**config.mk**
```make
export PLATFORM = sky130hd
export DESIGN_NAME = traffic_timer_unit
export DESIGN_NICKNAME = d
export VERILOG_FILES = /design/src/rtl/traffic_pkg.sv /design/src/rtl/car_sensor_debounce.sv /design/src/rtl/traffic_timer_unit.sv
export SDC_FILE = /design/constraint.sdc
export NUM_CORES = 1
export LEC_CHECK = 0
export CORE_MARGIN = 4
export CORE_UTILIZATION = 45
export DETAILED_ROUTE_END_ITERATION = 10
export GPL_TIMING_DRIVEN = 1
export SLEW_MARGIN = 20
export SYNTH_ARGS = -nofsm -noshare
export SYNTH_HDL_FRONTEND = slang
export SYNTH_HIERARCHICAL = 1
export SYNTH_SLANG_ARGS = --single-unit
export TNS_END_PERCENT = 10
```
**constraint.sdc**
```tcl
create_clock -name clk -period 1.99 [get_ports clk]
set_input_delay 0.199 -clock clk [delete_from_list [all_inputs] [get_ports clk]]
set_output_delay 0.199 -clock clk [all_outputs]
set_load 0.02 [all_outputs]
```
**src/rtl/traffic_pkg.sv**
```systemverilog
// rtl/traffic_pkg.sv - shared codes, lamp constants and default limits for the traffic timing front end
package traffic_pkg;

  typedef enum logic [1:0] {
    S0 = 2'b00,
    S1 = 2'b01,
    S2 = 2'b10,
    S3 = 2'b11
  } ctrl_state_t;

  localparam logic [3:0] LAMP_MG = 4'b1000;
  localparam logic [3:0] LAMP_MY = 4'b0100;
  localparam logic [3:0] LAMP_SG = 4'b0010;
  localparam logic [3:0] LAMP_SY = 4'b0001;

  localparam int DEFAULT_SHORT_LIMIT = 5;
  localparam int DEFAULT_LONG_LIMIT  = 20;

  // Encoded so that the state bits read as {TS,TL}
  typedef enum logic [1:0] {
    IDLE       = 2'b00,
    SHORT_DONE = 2'b10,
    LONG_DONE  = 2'b11
  } cnt_state_t;

  function automatic logic lamp_legal(input logic [3:0] lamps);
    return (lamps == 4'b0000) || (lamps == LAMP_MG) || (lamps == LAMP_MY) ||
           (lamps == LAMP_SG) || (lamps == LAMP_SY);
  endfunction

endpackage

```
**src/rtl/car_sensor_debounce.sv**
```systemverilog
// rtl/car_sensor_debounce.sv - two-flop synchroniser plus run-length debounce for the side-road detector
module car_sensor_debounce #(
  parameter int DEBOUNCE = 4
) (
  input  logic clk,
  input  logic reset,
  input  logic car_raw,
  output logic car
);

  localparam int             RW       = $clog2(DEBOUNCE + 1);
  localparam logic [RW-1:0]  RUN_LAST = RW'(DEBOUNCE - 1);

  logic          s1;
  logic          s;
  logic [RW-1:0] run;

  // run counts consecutive samples disagreeing with car; any agreeing sample restarts it
  always_ff @(posedge clk or negedge reset) begin
    if (!reset) begin
      s1  <= 1'b0;
      s   <= 1'b0;
      run <= '0;
      car <= 1'b0;
    end else begin
      s1 <= car_raw;
      s  <= s1;
      if (s == car) begin
        run <= '0;
      end else if (run == RUN_LAST) begin
        car <= s;
        run <= '0;
      end else begin
        run <= run + RW'(1);
      end
    end
  end

endmodule

```
**src/rtl/traffic_timer_unit.sv**
```systemverilog
// rtl/traffic_timer_unit.sv - interval timer (TS/TL), lamp fault checker and debounced car sense
module traffic_timer_unit
  import traffic_pkg::*;
#(
  parameter int SHORT_LIMIT = DEFAULT_SHORT_LIMIT,
  parameter int LONG_LIMIT  = DEFAULT_LONG_LIMIT,
  parameter int CW          = 32,
  parameter int DEBOUNCE    = 4
) (
  input  logic clk,
  input  logic reset,
  input  logic ST,
  input  logic MG,
  input  logic MY,
  input  logic SG,
  input  logic SY,
  input  logic car_raw,
  output logic TS,
  output logic TL,
  output logic C,
  output logic lamp_fault
);

  localparam logic [CW-1:0] SHORT_C = CW'(SHORT_LIMIT);
  localparam logic [CW-1:0] LONG_C  = CW'(LONG_LIMIT);

  logic [3:0]    lamps;
  logic [3:0]    lamp_q;
  logic          restart;
  logic [CW-1:0] cnt;
  logic [CW-1:0] cnt_next;
  cnt_state_t    state;
  cnt_state_t    state_next;

  assign lamps   = {MG, MY, SG, SY};
  assign restart = ST || (lamps != lamp_q);

  always_ff @(posedge clk or negedge reset) begin
    if (!reset) begin
      cnt        <= '0;
      lamp_q     <= LAMP_MG;
      state      <= IDLE;
      lamp_fault <= 1'b0;
    end else begin
      cnt    <= cnt_next;
      lamp_q <= lamps;
      state  <= state_next;
      if (!lamp_legal(lamps)) lamp_fault <= 1'b1;
    end
  end

  always_comb begin
    cnt_next   = cnt;
    state_next = state;
    if (restart) begin
      cnt_next   = '0;
      state_next = IDLE;
    end else begin
      // Saturate rather than wrap so TL stays asserted until the next restart
      if (cnt < LONG_C) cnt_next = cnt + CW'(1);
      case (state)
        IDLE:       if (cnt_next >= SHORT_C) state_next = SHORT_DONE;
        SHORT_DONE: if (cnt_next >= LONG_C)  state_next = LONG_DONE;
        default:    state_next = state;
      endcase
    end
  end

  assign TS = (cnt >= SHORT_C);
  assign TL = (cnt >= LONG_C);

  car_sensor_debounce #(
    .DEBOUNCE(DEBOUNCE)
  ) u_car_sensor_debounce (
    .clk    (clk),
    .reset  (reset),
    .car_raw(car_raw),
    .car    (C)
  );

endmodule
```
After elaboration in Yosys (flattened, before gate mapping)
Index checks and enable logic that the tools add are counted.

Register bits after elaboration: 43. Word-level logic and storage cells: 32.

Bitwise logic cells: 1. $lt $le $gt $ge: 3. $add $sub $neg: 2. Mux-type cells: 4. Equality and inequality tests: 7. Reductions and logical operators: 8.

Operator list (count): 32-bit two-way mux (2); 32-bit by 1-bit adder with 32-bit output, second input constant (1); 32-bit by 3-bit greater-or-equal comparator with 1-bit output, second input constant (1); 32-bit by 5-bit greater-or-equal comparator with 1-bit output, second input constant (1); 32-bit by 5-bit < comparator with 1-bit output, second input constant (1); 3-bit two-way mux (2); 1-bit logical OR (5); 4-bit by 1-bit equality test with 1-bit output, second input constant (1); 4-bit by 2-bit equality test with 1-bit output, second input constant (1); 4-bit by 3-bit equality test with 1-bit output, second input constant (1); 4-bit equality test, second input constant (1); 4-bit zero test (1); 4-bit inequality test (1); 3-bit by 1-bit adder with 3-bit output, second input constant (1); 3-bit by 2-bit equality test with 1-bit output, second input constant (1); 2-bit AND reduction (1); 2-bit nonzero test (1); 1-bit equality test (1); 1-bit NOT (1).

Logic depth before layout (Yosys ltp)
Depth in word-level cells: 5. Depth in mapped cells: 5. Mapped depth without buffers: 5.

Modules after synthesis
Netlist, hierarchy kept.

Modules (own cells, without submodules): traffic_timer_unit (instances 1, cells each 120, sequential area each 927.1 um^2, area each 1531.5 um^2); car_sensor_debounce (instances 1, cells each 13, sequential area each 150.1 um^2, area each 229.0 um^2).

Worst setup path before layout
No wires, ideal clock.

Kind: register -> register. Start: reg cnt[13]. End: reg cnt[3]. Required time: 1.910 ns. Arrival time: 1.478 ns. Path slack: 0.433 ns. Period minus slack after synthesis: 1.557 ns. Library setup time: 0.080 ns. Stages on the path, launching flop included: 5. Cell sequence: dfrtp_1 > nor4_4 > nand4_2 > or4_1 > a21oi_1.

Cells in the longest elaborated chain, start to end: 2.

Ends and longest elaborated chain: from (decl) (RTL line traffic_timer_unit.sv:30) `logic [CW-1:0] cnt;`; from (signal assigned) (RTL line traffic_timer_unit.sv:45) `cnt <= cnt_next;`; 32-bit by 5-bit < comparator with 1-bit output (RTL line traffic_timer_unit.sv:60) `if (cnt < LONG_C) cnt_next = cnt + CW'(1);`; 2-bit nonzero test (no source line).

No other way between the ends. A chain may end at the register's enable or synchronous reset.

Final worst setup path
Start: reg cnt[29]. End: out TL.

Cells in the longest elaborated chain, start to end: 1.

Ends and longest elaborated chain: 32-bit by 5-bit greater-or-equal comparator with 1-bit output (RTL line traffic_timer_unit.sv:70) `assign TL = (cnt >= LONG_C);`; to (decl) (RTL line traffic_timer_unit.sv:19) `output logic TL,`.

No other way between the ends.

==> results.md <==
* Total grt overflow at 0
* Critical Path AT at around 1.7 ns
* Chip height at between 70 and 80 µm
* Met3 wire len at slightly above 100 µm
* Routed length on met1 at 1.370 mm
* Met2 WL at about 1.4 mm
* Io pins at 12
* H-tree levels at 2
* Cells after synthesis at 133
* RSZ-0062 raised after global routing: false
* Power, Total at 1.801 mW
* Pwr Density at 860.2 nW/µm²
* Crit. End Element: output port
* Placeable Area at roughly 3700 µm²
* Maximum vdd ir drop at about 0.49 mV
* Worst Path Max Fanout at 5
* Max Fclk at approximately 540 MHz
* Most frequent cells in the layout: 42 x dfrtp_1, 28 x and3_1, 8 x clkdlybuf4s50_1
* Site Rows at 22
* Vias in the first global route at 1225
* Total CTS buffers at 5
* CTS sink count at 43
* GR Util All Layers at 0.1400
* Synth cell types at 30
* Final Net Count at between 150 and 200
* Largest net degree at the start of global routing at 29
* Relative slew slack at 0.7613
* Status: finished, final reports clean
* Iter 0 DRT Violations at 76
* Routed WL at 2.931 mm
* Worst slew pin tran at between 0.3 and 0.4 ns
* Layout Skew at about 0.008 ns
* RR Startpoint: cnt[23]
* Total setup buffers inserted after CTS at 0
* Routed vias at approximately 1100
* DRC at 0
* CP cell instances: nor4_4, and4_4, nand2_1, clkdlybuf4s15_1
* Top layer in use: met4
* Final min period at 1.859 ns
* Antenna cells at 0
* Commonest non-fill, non-tap cell in the layout: dfrtp_1
* Ys Warns at 6
* Clock Pin Slew Worst Setup and Hold Paths at around 0.08 ns
* Setup TNS at 0 ns
* Count of input and output buffers at 11
* P_leak at between 1 and 1.5 nW
* Die width at ~71 µm
* Syn avg cell area at approximately 13 µm²
* Area growth, synth to finish at 18.91%
* Final Max Slew Viols at 0
* Die ar. at between 4000 and 5000 µm²
* CP max-delay cell: dfrtp_1
* Syn Nets at 145
* FF+latch count, synth at 43
* Seq/Total Area, Yosys at 0.6119
* Maxcap violations at 0
* Final ANT Viol Nets at 0
* Max clock buf depth at 2
* Initial Util at 0.4737
* Hold Vio Cnt, Final at 0
* First-pass GRT wire length at 5.506 mm
* Post-Syn Area at roughly 1800 µm²
* Post-route clock period utilization at 0.9343
* Slowest stage delay, CP at between 0.4 and 0.5 ns
* Initial antenna violation count at 0
* Setup violations, final at 0
* GPL Wtd Cong at 0.7841
* Root Buffer: clkbuf_8
* Layout cells sized above 1 at 0.1948
* Critical Path RT at approximately 1.8 ns
* Critical path origin: cnt[29]
* Crit path kind: flip-flop to output port
* Crit start category: flip-flop
* TritonCTS clock tree: done
* Post-DP HPWL at around 2.0 mm
* DR WL/cell at between 10 and 15 µm
* Vias per cell at 5.361
* Later-pin clock latency in the skew report at approximately 0.29 ns
* TritonRoute pass-1 iters at 4
* Hold crit path type: primary input to async pin
==> cells by family (layout without fill, tap and decap cells) <==
| logic type | count (synthesis) | count (layout) | share of synthesized area |
|---|---|---|---|
| compound gates | 12 | 12 | 0.03838 |
| xor+xnor | 5 | 5 | 0.02487 |
| fa+ha+maj | 5 | 5 | 0.03412 |
| buf+inv | 9 | 30 | 0.01919 |
| flops | 43 | 43 | 0.6119 |
| mux | 1 | 1 | 0.008526 |
| simple gates | 58 | 58 | 0.2630 |
==> cell type report <==
class,count,area (µm²)
tap,48,60.06
timing repair buffer,17,160.2
sequential,43,1077
multi-input combinational,81,659.4
fill,328,1623
clock buffer,6,82.58
clock inverter,2,35.03
inverter,5,18.77
==> routing by layer <==
metal | vias to the layer above | track usage
li1 | 519 | -
met1 | 538 | 0.1801
met2 | 19 | 0.2173
met3 | 7 | 0.05114
met4 | 0 | 0.05428
met5 | - | 0
==> power by group <==
| group | internal (mW) | switching, mW | leakage [nW] | total (mW) |
|---|---|---|---|---|
| clock | 0.406 | 0.275 | 0.0612 | 0.680 |
| combinational | 0.0951 | 0.0962 | 0.451 | 0.191 |
| sequential | 0.908 | 0.0213 | 0.576 | 0.929 |
| total | 1.41 | 0.392 | 1.09 | 1.80 |
==> flip-flops by register name, summed over array words and instances (netlist names) <==
register                   count
cnt                           32
lamp_fault                     1
lamp_q                         4
u_car_sensor_debounce/car      1
u_car_sensor_debounce/run      3
u_car_sensor_debounce/s        1
u_car_sensor_debounce/s1       1
==> final timing paths <==
check,end,slack [ns],cells after the start
hold reg to reg,u_car_sensor_debounce/s,0.37,0
max in group asynchronous,lamp_q[3],1.07,3
setup reg to reg,cnt[3],0.27,4
hold / removal,cnt[18],0.35,2
setup / recovery,TL,0.13,4
min in group clk,u_car_sensor_debounce/s1,0.35,1
==> critical path, delay by kind of cell (launching register included) <==
family	cells	cell delay, ns
flops	1	0.41
simple gates	3	0.67
buf+inv	1	0.28
==> timing repair <==
item,in CTS,in global routing
resized for setup,3,4
endpoints found under the hold margin,15,0
cloned,0,0
hold buffers,1,0
endpoints found under the setup margin,2,2
pin swaps,0,2
==> Yosys cell counts <==
cell      count  area share
o31ai_1       2      0.0085
nor2b_1       1      0.0036
o21ai_0       4       0.011
maj3_1        1      0.0057
a21oi_1       5       0.014
clkbuf_1      4      0.0085
nor2_1        3      0.0064
nor2b_4       1      0.0078
and4_1        1      0.0050
nand4_1       1      0.0036
nor3b_2       1      0.0071
o21bai_1      1      0.0043
nand3_1       4       0.011
nor3_2        1      0.0057
and3_2        1      0.0043
mux2_4        1      0.0085
xnor2_1       1      0.0050
and3_1       28        0.10
dfstp_2       1       0.015
inv_1         5       0.011
nor4_2        1      0.0071
dfrtp_1      42        0.60
nand4_2       2       0.014
nor3_1        3      0.0085
nand2_1       2      0.0043
or4_1         2      0.0085
ha_1          4       0.028
xor2_1        4       0.020
and4_2        1      0.0057
nor4_4        5       0.060
==> metrics by stage <==
step                      hold WS [ns]  worst slack [ns]  instance area (µm²)  std cells    util
after floorplan               -0.09659            0.4326                 1760        133       -
after global placement          0.1277            0.1247                 1961        193  0.5276
after detailed placement        0.1272           0.09033                 1961        193  0.5276
after CTS                       0.3341           0.01229                 2087        202  0.5616
after global routing            0.3283           0.02832                 2093        202  0.5633
final                           0.3476            0.1307                 2093        202  0.5633
Note: power is estimated with default switching activity, not from simulation.
